File: src/rtl/snake_pkg.sv
// rtl/snake_pkg.sv - shared directions, FSM states and default key codes for snake_key_ctrl
package snake_pkg;

    localparam logic [1:0] DIR_UP    = 2'b00;
    localparam logic [1:0] DIR_RIGHT = 2'b01;
    localparam logic [1:0] DIR_DOWN  = 2'b10;
    localparam logic [1:0] DIR_LEFT  = 2'b11;

    typedef enum logic [1:0] {
        ST_IDLE    = 2'd0,
        ST_CAPTURE = 2'd1,
        ST_SETTLE  = 2'd2
    } state_t;

    localparam logic [7:0] DEF_KEY_UP      = 8'h77;
    localparam logic [7:0] DEF_KEY_LEFT    = 8'h61;
    localparam logic [7:0] DEF_KEY_DOWN    = 8'h73;
    localparam logic [7:0] DEF_KEY_RIGHT   = 8'h64;
    localparam logic [7:0] DEF_KEY_PAUSE   = 8'h20;
    localparam logic [7:0] DEF_KEY_RESTART = 8'h72;

    // Letter match that ignores ASCII case (bit 5)
    function automatic logic key_match(input logic [7:0] key, input logic [7:0] code);
        return (key & 8'hDF) == (code & 8'hDF);
    endfunction

endpackage

File: src/rtl/dir_queue.sv
// rtl/dir_queue.sv - 2-entry FIFO of pending snake directions
module dir_queue (
    input  logic       clk,
    input  logic       rst,
    input  logic       clear,
    input  logic       push,
    input  logic       pop,
    input  logic [1:0] din,
    output logic [1:0] head,
    output logic [1:0] tail,
    output logic [1:0] count
);

    logic [1:0] slot0;
    logic [1:0] slot1;
    logic       do_pop;

    assign head   = slot0;
    assign tail   = (count == 2'd2) ? slot1 : slot0;
    assign do_pop = pop && (count != 2'd0);

    always_ff @(posedge clk) begin
        if (rst || clear) begin
            slot0 <= 2'b00;
            slot1 <= 2'b00;
            count <= 2'd0;
        end else begin
            unique case ({push, do_pop})
                2'b10: begin
                    if (count == 2'd0) begin
                        slot0 <= din;
                        count <= 2'd1;
                    end else if (count == 2'd1) begin
                        slot1 <= din;
                        count <= 2'd2;
                    end
                end
                2'b01: begin
                    slot0 <= slot1;
                    count <= count - 2'd1;
                end
                2'b11: begin
                    // Pop frees a slot, so a push is accepted even when full
                    if (count == 2'd1) begin
                        slot0 <= din;
                    end else begin
                        slot0 <= slot1;
                        slot1 <= din;
                    end
                end
                default: ;
            endcase
        end
    end

endmodule

File: src/rtl/snake_key_ctrl.sv
// rtl/snake_key_ctrl.sv - UART key decoder producing snake direction, pause and restart
module snake_key_ctrl
    import snake_pkg::*;
#(
    parameter logic [7:0] KEY_UP      = DEF_KEY_UP,
    parameter logic [7:0] KEY_LEFT    = DEF_KEY_LEFT,
    parameter logic [7:0] KEY_DOWN    = DEF_KEY_DOWN,
    parameter logic [7:0] KEY_RIGHT   = DEF_KEY_RIGHT,
    parameter logic [7:0] KEY_PAUSE   = DEF_KEY_PAUSE,
    parameter logic [7:0] KEY_RESTART = DEF_KEY_RESTART,
    parameter logic [1:0] INIT_DIR    = DIR_RIGHT
) (
    input  logic       clk,
    input  logic       rst,
    input  logic       rx_empty,
    input  logic [7:0] r_data,
    output logic       rd_uart,
    input  logic       game_tick,
    output logic [1:0] dir,
    output logic       paused,
    output logic       restart,
    output logic [7:0] last_key
);

    state_t     state;
    logic [7:0] key_reg;
    logic       capture;
    logic       is_dir_key;
    logic [1:0] key_dir;
    logic [1:0] ref_dir;
    logic       do_restart;
    logic       do_pause;
    logic       q_push;
    logic       q_pop;
    logic [1:0] q_head;
    logic [1:0] q_tail;
    logic [1:0] q_count;

    // Pop is combinational so the FWFT head is consumed in the cycle it is seen
    assign rd_uart = (state == ST_IDLE) && !rx_empty && !rst;
    assign capture = (state == ST_CAPTURE);

    always_comb begin
        is_dir_key = 1'b1;
        key_dir    = DIR_UP;
        if (key_match(key_reg, KEY_UP))
            key_dir = DIR_UP;
        else if (key_match(key_reg, KEY_LEFT))
            key_dir = DIR_LEFT;
        else if (key_match(key_reg, KEY_DOWN))
            key_dir = DIR_DOWN;
        else if (key_match(key_reg, KEY_RIGHT))
            key_dir = DIR_RIGHT;
        else
            is_dir_key = 1'b0;
    end

    assign do_restart = capture && key_match(key_reg, KEY_RESTART);
    assign do_pause   = capture && (key_reg == KEY_PAUSE);
    // Reversal check uses the pre-pop tail, falling back to the applied direction
    assign ref_dir    = (q_count != 2'd0) ? q_tail : dir;
    assign q_push     = capture && is_dir_key && (key_dir != ref_dir) &&
                        (key_dir != (ref_dir ^ 2'b10));
    assign q_pop      = game_tick && !paused && (q_count != 2'd0) && !do_restart;

    dir_queue u_dir_queue (
        .clk   (clk),
        .rst   (rst),
        .clear (do_restart),
        .push  (q_push),
        .pop   (q_pop),
        .din   (key_dir),
        .head  (q_head),
        .tail  (q_tail),
        .count (q_count)
    );

    always_ff @(posedge clk) begin
        if (rst) begin
            state    <= ST_IDLE;
            key_reg  <= 8'h00;
            last_key <= 8'h00;
            dir      <= INIT_DIR;
            paused   <= 1'b0;
            restart  <= 1'b0;
        end else begin
            restart <= do_restart;
            unique case (state)
                ST_IDLE: begin
                    if (!rx_empty) begin
                        key_reg  <= r_data;
                        last_key <= r_data;
                        state    <= ST_CAPTURE;
                    end
                end
                ST_CAPTURE: state <= ST_SETTLE;
                ST_SETTLE:  state <= ST_IDLE;
                default:    state <= ST_IDLE;
            endcase
            if (do_restart) begin
                dir    <= INIT_DIR;
                paused <= 1'b0;
            end else begin
                if (q_pop)
                    dir <= q_head;
                if (do_pause)
                    paused <= !paused;
            end
        end
    end

endmodule

File: config.mk
export PLATFORM = sky130hd
export DESIGN_NAME = snake_key_ctrl
export DESIGN_NICKNAME = d
export VERILOG_FILES = /design/src/rtl/snake_pkg.sv /design/src/rtl/dir_queue.sv /design/src/rtl/snake_key_ctrl.sv
export SDC_FILE = /design/constraint.sdc
export NUM_CORES = 1
export LEC_CHECK = 0
export ABC_AREA = 1
export BUFFER_PORTS_ARGS = -buffer_cell sky130_fd_sc_hd__buf_4
export CAP_MARGIN = 20
export CORE_MARGIN = 1.5
export CORE_UTILIZATION = 40
export CTS_BUF_LIST = sky130_fd_sc_hd__clkbuf_2 sky130_fd_sc_hd__clkbuf_4 sky130_fd_sc_hd__clkbuf_8
export CTS_CLUSTER_DIAMETER = 40
export DETAILED_ROUTE_END_ITERATION = 7
export PLACE_DENSITY = 0.69
export REMOVE_ABC_BUFFERS = 1
export SLEW_MARGIN = 20
export SYNTH_ARGS = -nofsm -noshare
export SYNTH_HDL_FRONTEND = slang
export SYNTH_SLANG_ARGS = --single-unit
File: constraint.sdc
create_clock -name clk -period 1.9 [get_ports clk]
set_input_delay 0.285 -clock clk [delete_from_list [all_inputs] [get_ports clk]]
set_output_delay 0.285 -clock clk [all_outputs]
set_load 0.01 [all_outputs]
# == After elaboration in Yosys (flattened, before gate mapping) ==
# Cells that the tools add are included.
# op_classes
reduce_logical,27
bitwise,2
addsub,1
mux,21
eq_ne,19
# ops
op,n
$eq A7 B6 Y1 const B,5
$mux W2,12
$pmux W2 S2,3
$logic_and A1 B1 Y1,11
$eq A8 B6 Y1 const B,1
$eq A2 B1 Y1 const B,3
$eq A2 B2 Y1 const B,3
$ne A2 B2 Y1 const B,3
$pmux W2 S3,1
$reduce_and A2 Y1,3
$reduce_bool A2 Y1,3
$mux W1,5
$logic_not A1 Y1,4
$logic_not A2 Y1,2
$ne A2 B2 Y1,2
$ne A3 B1 Y1 const B,1
$reduce_and A3 Y1,1
$reduce_bool A3 Y1,1
$ne A2 B1 Y1 const B,1
$not A1 Y1,2
$reduce_or A2 Y1,1
$sub A2 B1 Y2 const B,1
$logic_or A1 B1 Y1,1
# word_totals
reg_bits,20

# == Depth between registers and ports, before layout ==
# logic_depth
ltp_word,11
depth_mapped,18
mapped_depth_nobuf,18

# == Hierarchy ==
# From an unflattened synthesis, not the netlist that was laid out.
# unflattened
cells_unflattened,201
area_unflattened_um2,1223.7
# modules_own_cells
module,area_each_um2,instances,cells_per_inst
snake_key_ctrl,730.7,1,119
dir_queue,493.0,1,82

# == Worst setup path after synthesis ==
# OpenSTA, ideal clock, no wires.
# synth_timing
kind,register -> register
from,register u_dir_queue.count[0]
to,register u_dir_queue.slot1[0]
stages_incl_launch_ff,11
arrival_ps,1946
path_slack_ps,-120
setup_ps,74
path_buffers,0
required_ps,1826
period_less_slack_ps,2020
cell_sequence,dfxtp_1 inv_1 ha_1 inv_1 nand3_1 nor2_1 ha_1 inv_1 a21oi_1 o21ai_0 a31oi_1
# synth_via
elab_chain_cells,9
# synth_lines
element,line,rtl
from (decl),dir_queue.sv:11,output logic [1:0] count
from (signal assigned),dir_queue.sv:40,count <= count - 2'd1;
$eq A2 B2 Y1,dir_queue.sv:19,assign tail = (count == 2'd2) ? slot1 : slot0;
$mux W2,dir_queue.sv:19,
$mux W2,snake_key_ctrl.sv:61,assign ref_dir = (q_count != 2'd0) ? q_tail : dir;
$ne A2 B2 Y1 or $not A1 Y1 (tied branches),n/a,
$logic_and A1 B1 Y1 or $ne A2 B2 Y1 (tied branches),"snake_key_ctrl.sv:62, snake_key_ctrl.sv:63",
$logic_and A1 B1 Y1,snake_key_ctrl.sv:62,assign q_push = capture && is_dir_key && (key_dir != ref_dir) &&
$eq A2 B2 Y1,dir_queue.sv:28,"unique case ({push, do_pop})"
$ne A2 B2 Y1 (no line) or $reduce_bool A2 Y1 (tied branches),n/a,
$reduce_and A3 Y1 (no line),n/a,
to (signal assigned),dir_queue.sv:34,slot1 <= din;
to (signal assigned),dir_queue.sv:48,slot1 <= din;
to (decl),dir_queue.sv:15,logic [1:0] slot1;
# Several ways; a longest one is shown, not always the timed one. The select of a mux whose other input is x is not followed.
# A chain may end at the register's enable or synchronous reset.

# == Worst setup path after layout ==
# layout_timing
from,register u_dir_queue.count[1]
to,register u_dir_queue.slot1[0]
# The elaborated chain is that of the path after synthesis.

==> impl_metrics.tcl <==
set metrics [dict create \
    status "complete, but fails checks" \
    violations "setup timing" \
    port_buffers 24 \
    rsz0062_at_grt "yes" \
    grt_pass1_vias 1201 \
    clock-sinks 20 \
    holdWs_ps 157.6 \
    hpwl_um 2242 \
    netSwitchingFraction 0.3022 \
    grt_max_degree 17 \
    syn_area_per_cell_um2 6.460 \
    fin_worst_skew_ps 2.210 \
    worstPathMaxFanout 4 \
    clock_path_buffers 2 \
    comb_power_share 0.216 \
    antenna_found_initial 0 \
    p_leak_nw 0.7992 \
    fin_cells 258 \
    reg2reg_slack_ps -4 \
    relSlewSlack 0.7795 \
    crit_path_end "u_dir_queue.slot1[0]$_SDFFE_PP0P_" \
    maxCapViolations 0 \
    grtUsageTotal 0.1985 \
    yosysWarnings 0 \
    ys_seq_area_frac 0.3482 \
    drtIter0Drc 43 \
    totalPowerFinal_uw 860.2 \
    min_period_over_period 1.002 \
    core_area_um2 2734 \
    route.detailed.wl_per_inst_um 11.98 \
    drc 0 \
    fin_ws_ps -4.148 \
    startpoint "u_dir_queue.count[1]$_SDFFE_PP0P_" \
    crit_arrival_ps 2150 \
    end_kind "flop" \
    via_per_inst 4.930 \
    final-setup-viol-count 1 \
    place_inst 252 \
    drv_slew 0 \
    fmax_ghz 0.5252 \
    yosysUniqueCellTypes 20 \
    io_pins 25 \
    die_height_um 56.62 \
    row_count 19 \
    ys_seq_elements 20 \
    grt_pass1_wl_um 4926 \
    worst_pin_slew_ps 329.6 \
    netlist_area_um2 1150 \
    layout-drive-gt1-share 0.4802 \
    mostFrequentLayoutCell "buf_4" \
    vias 1272 \
    finish.net_count 247 \
    cts_inserted_buffers 3 \
    hp-class "primary input to flop" \
    syn_inst 178 \
    p_int_uw 600.2 \
    tns_ps -4.148 \
    largest_register_ffs 8 \
    routed_wl_um 3090 \
    clock_latency_ps 310 \
    cts_tree "yes" \
    r2r_end "u_dir_queue.slot1[0]$_SDFFE_PP0P_" \
    reg2reg_from "u_dir_queue.count[1]$_SDFFE_PP0P_" \
    area_delta_synth_final_pct 50.16 \
    antennaDiodeCount 0 \
    die_area_um2 3205 \
    gp_congestion 0.9510 \
    drtAntennaViolNets 0 \
    min_period_ps 1904 \
    hold_viol 0 \
    h-tree-depth 1 \
    dr.pass1.iters 4 \
    die_w_um 56.62 \
    crit_required_ps 2140 \
    cts-root-buf "clkbuf_4" \
    n_fill_cell 231 \
    holdBufCountCts 0 \
    switchingPower_uw 260.0 \
    clk_pin_slew_worst_paths_ps 120 \
    p_per_area_nw_per_um2 498.2 \
    start_kind "flop" \
    grt_overflow 0 \
    r2r_cells 16 \
    p_clk_frac 0.251 \
    final_cell_mix "buf_4, nor2_1, nand2_1, inv_2" \
    vdd_ir_drop_max_v 0.0003700 \
    worstSetupPathType "flop to flop" \
    start_util 0.4206 \
    seq_power_share 0.533 \
]
==> critical path, cell delays in order (launching register included) <==
cell and delay, ps:
dfxtp_4 390, inv_2 40, ha_2 180, inv_2 80, nand2_1 70, nand2_2 80, inv_2 40, nand2_2 50
nand2_2 60, nand2_2 90, inv_4 50, ha_4 160, inv_4 80, o22ai_4 70, a21oi_4 160, o21ai_2 70
a31oi_1 170
==> layout make-up <==
class / count / area, µm² / area share
Sequential cell: 20 / 415.4 / 0.2406
Clock buffer: 3 / 22.52 / 0.01304
Inverter: 29 / 118.9 / 0.06884
Multi-Input combinational cell: 128 / 778.2 / 0.4507
Timing Repair Buffer: 47 / 352.8 / 0.2043
Tap cell: 31 / 38.79 / 0.02246
==> per-stage QoR <==
step | instance area [µm²] | utilization | setup WS [ps]
after floorplan | 1146 | - | -120.4
after global placement | 1515 | 0.5542 | -169.7
after detailed placement | 1515 | 0.5542 | -230.9
after CTS | 1603 | 0.5863 | 1.910
after global routing | 1727 | 0.6316 | -140.8
final | 1727 | 0.6316 | -4.148
==> kinds of logic after synthesis <==
group	synth area share
fa+ha+maj	0.06529
flops	0.3482
simple gates	0.3613
buf+inv	0.09793
compound gates	0.1273
==> power by group through the flow <==
stage	logic, mW	clock network, mW	registers [mW]
3_5_place_dp	0.157	0	0.464
5_1_grt	0.203	0.234	0.461
3_3_place_gp	0.153	0	0.464
4_1_cts	0.162	0.219	0.455
6_report	0.186	0.216	0.458
2_1_floorplan	0.0725	0	0.470
==> synth_stat cells, drive strengths merged <==
| library cell | n | area (µm²) |
|---|---|---|
| dfxtp | 20 | 400.4 |
| ha | 6 | 75.07 |
| or2 | 3 | 18.77 |
| o22ai | 1 | 6.260 |
| a21oi | 11 | 55.05 |
| a211oi | 1 | 7.510 |
| buf | 1 | 3.750 |
| nand4 | 3 | 18.77 |
| o21ai | 13 | 65.06 |
| nor3 | 1 | 5.000 |
| nor2 | 36 | 150.2 |
| inv | 29 | 108.9 |
| nand2 | 40 | 167.7 |
| a31oi | 2 | 12.51 |
| nand3 | 11 | 55.05 |
==> worst min-delay path by stage <==
| stage | slack, ps | start | endpoint | cells past startpoint |
|---|---|---|---|---|
| finish | 160 | rst | restart$_SDFF_PP0_ | 2 |
| floorplan | 360 | rst | restart$_SDFF_PP0_ | 1 |
| global route | 150 | rst | restart$_SDFF_PP0_ | 2 |
| global placement | 450 | u_dir_queue.head[1]$_SDFFE_PP0P_ | u_dir_queue.head[1]$_SDFFE_PP0P_ | 2 |
| detailed placement | 450 | u_dir_queue.head[1]$_SDFFE_PP0P_ | u_dir_queue.head[1]$_SDFFE_PP0P_ | 2 |
| CTS | 160 | rst | restart$_SDFF_PP0_ | 2 |
==> metal layers <==
| layer | GRT usage | up-vias | wire [µm] |
|---|---|---|---|
| met2 | 0.3505 | 23 | 1584 |
| met5 | 0 | - | 0 |
| met1 | 0.2314 | 582 | 1356 |
| met4 | 0.09524 | 0 | 48 |
| met3 | 0.02995 | 5 | 101 |
| li1 | - | 662 | - |
==> timing repair <==
action,CTS,global route
pin swaps,5,14
endpoints found under the setup margin,6,7
buffers inserted,1,2
resized for setup,24,41
Power figures use the tool's default switching activity.
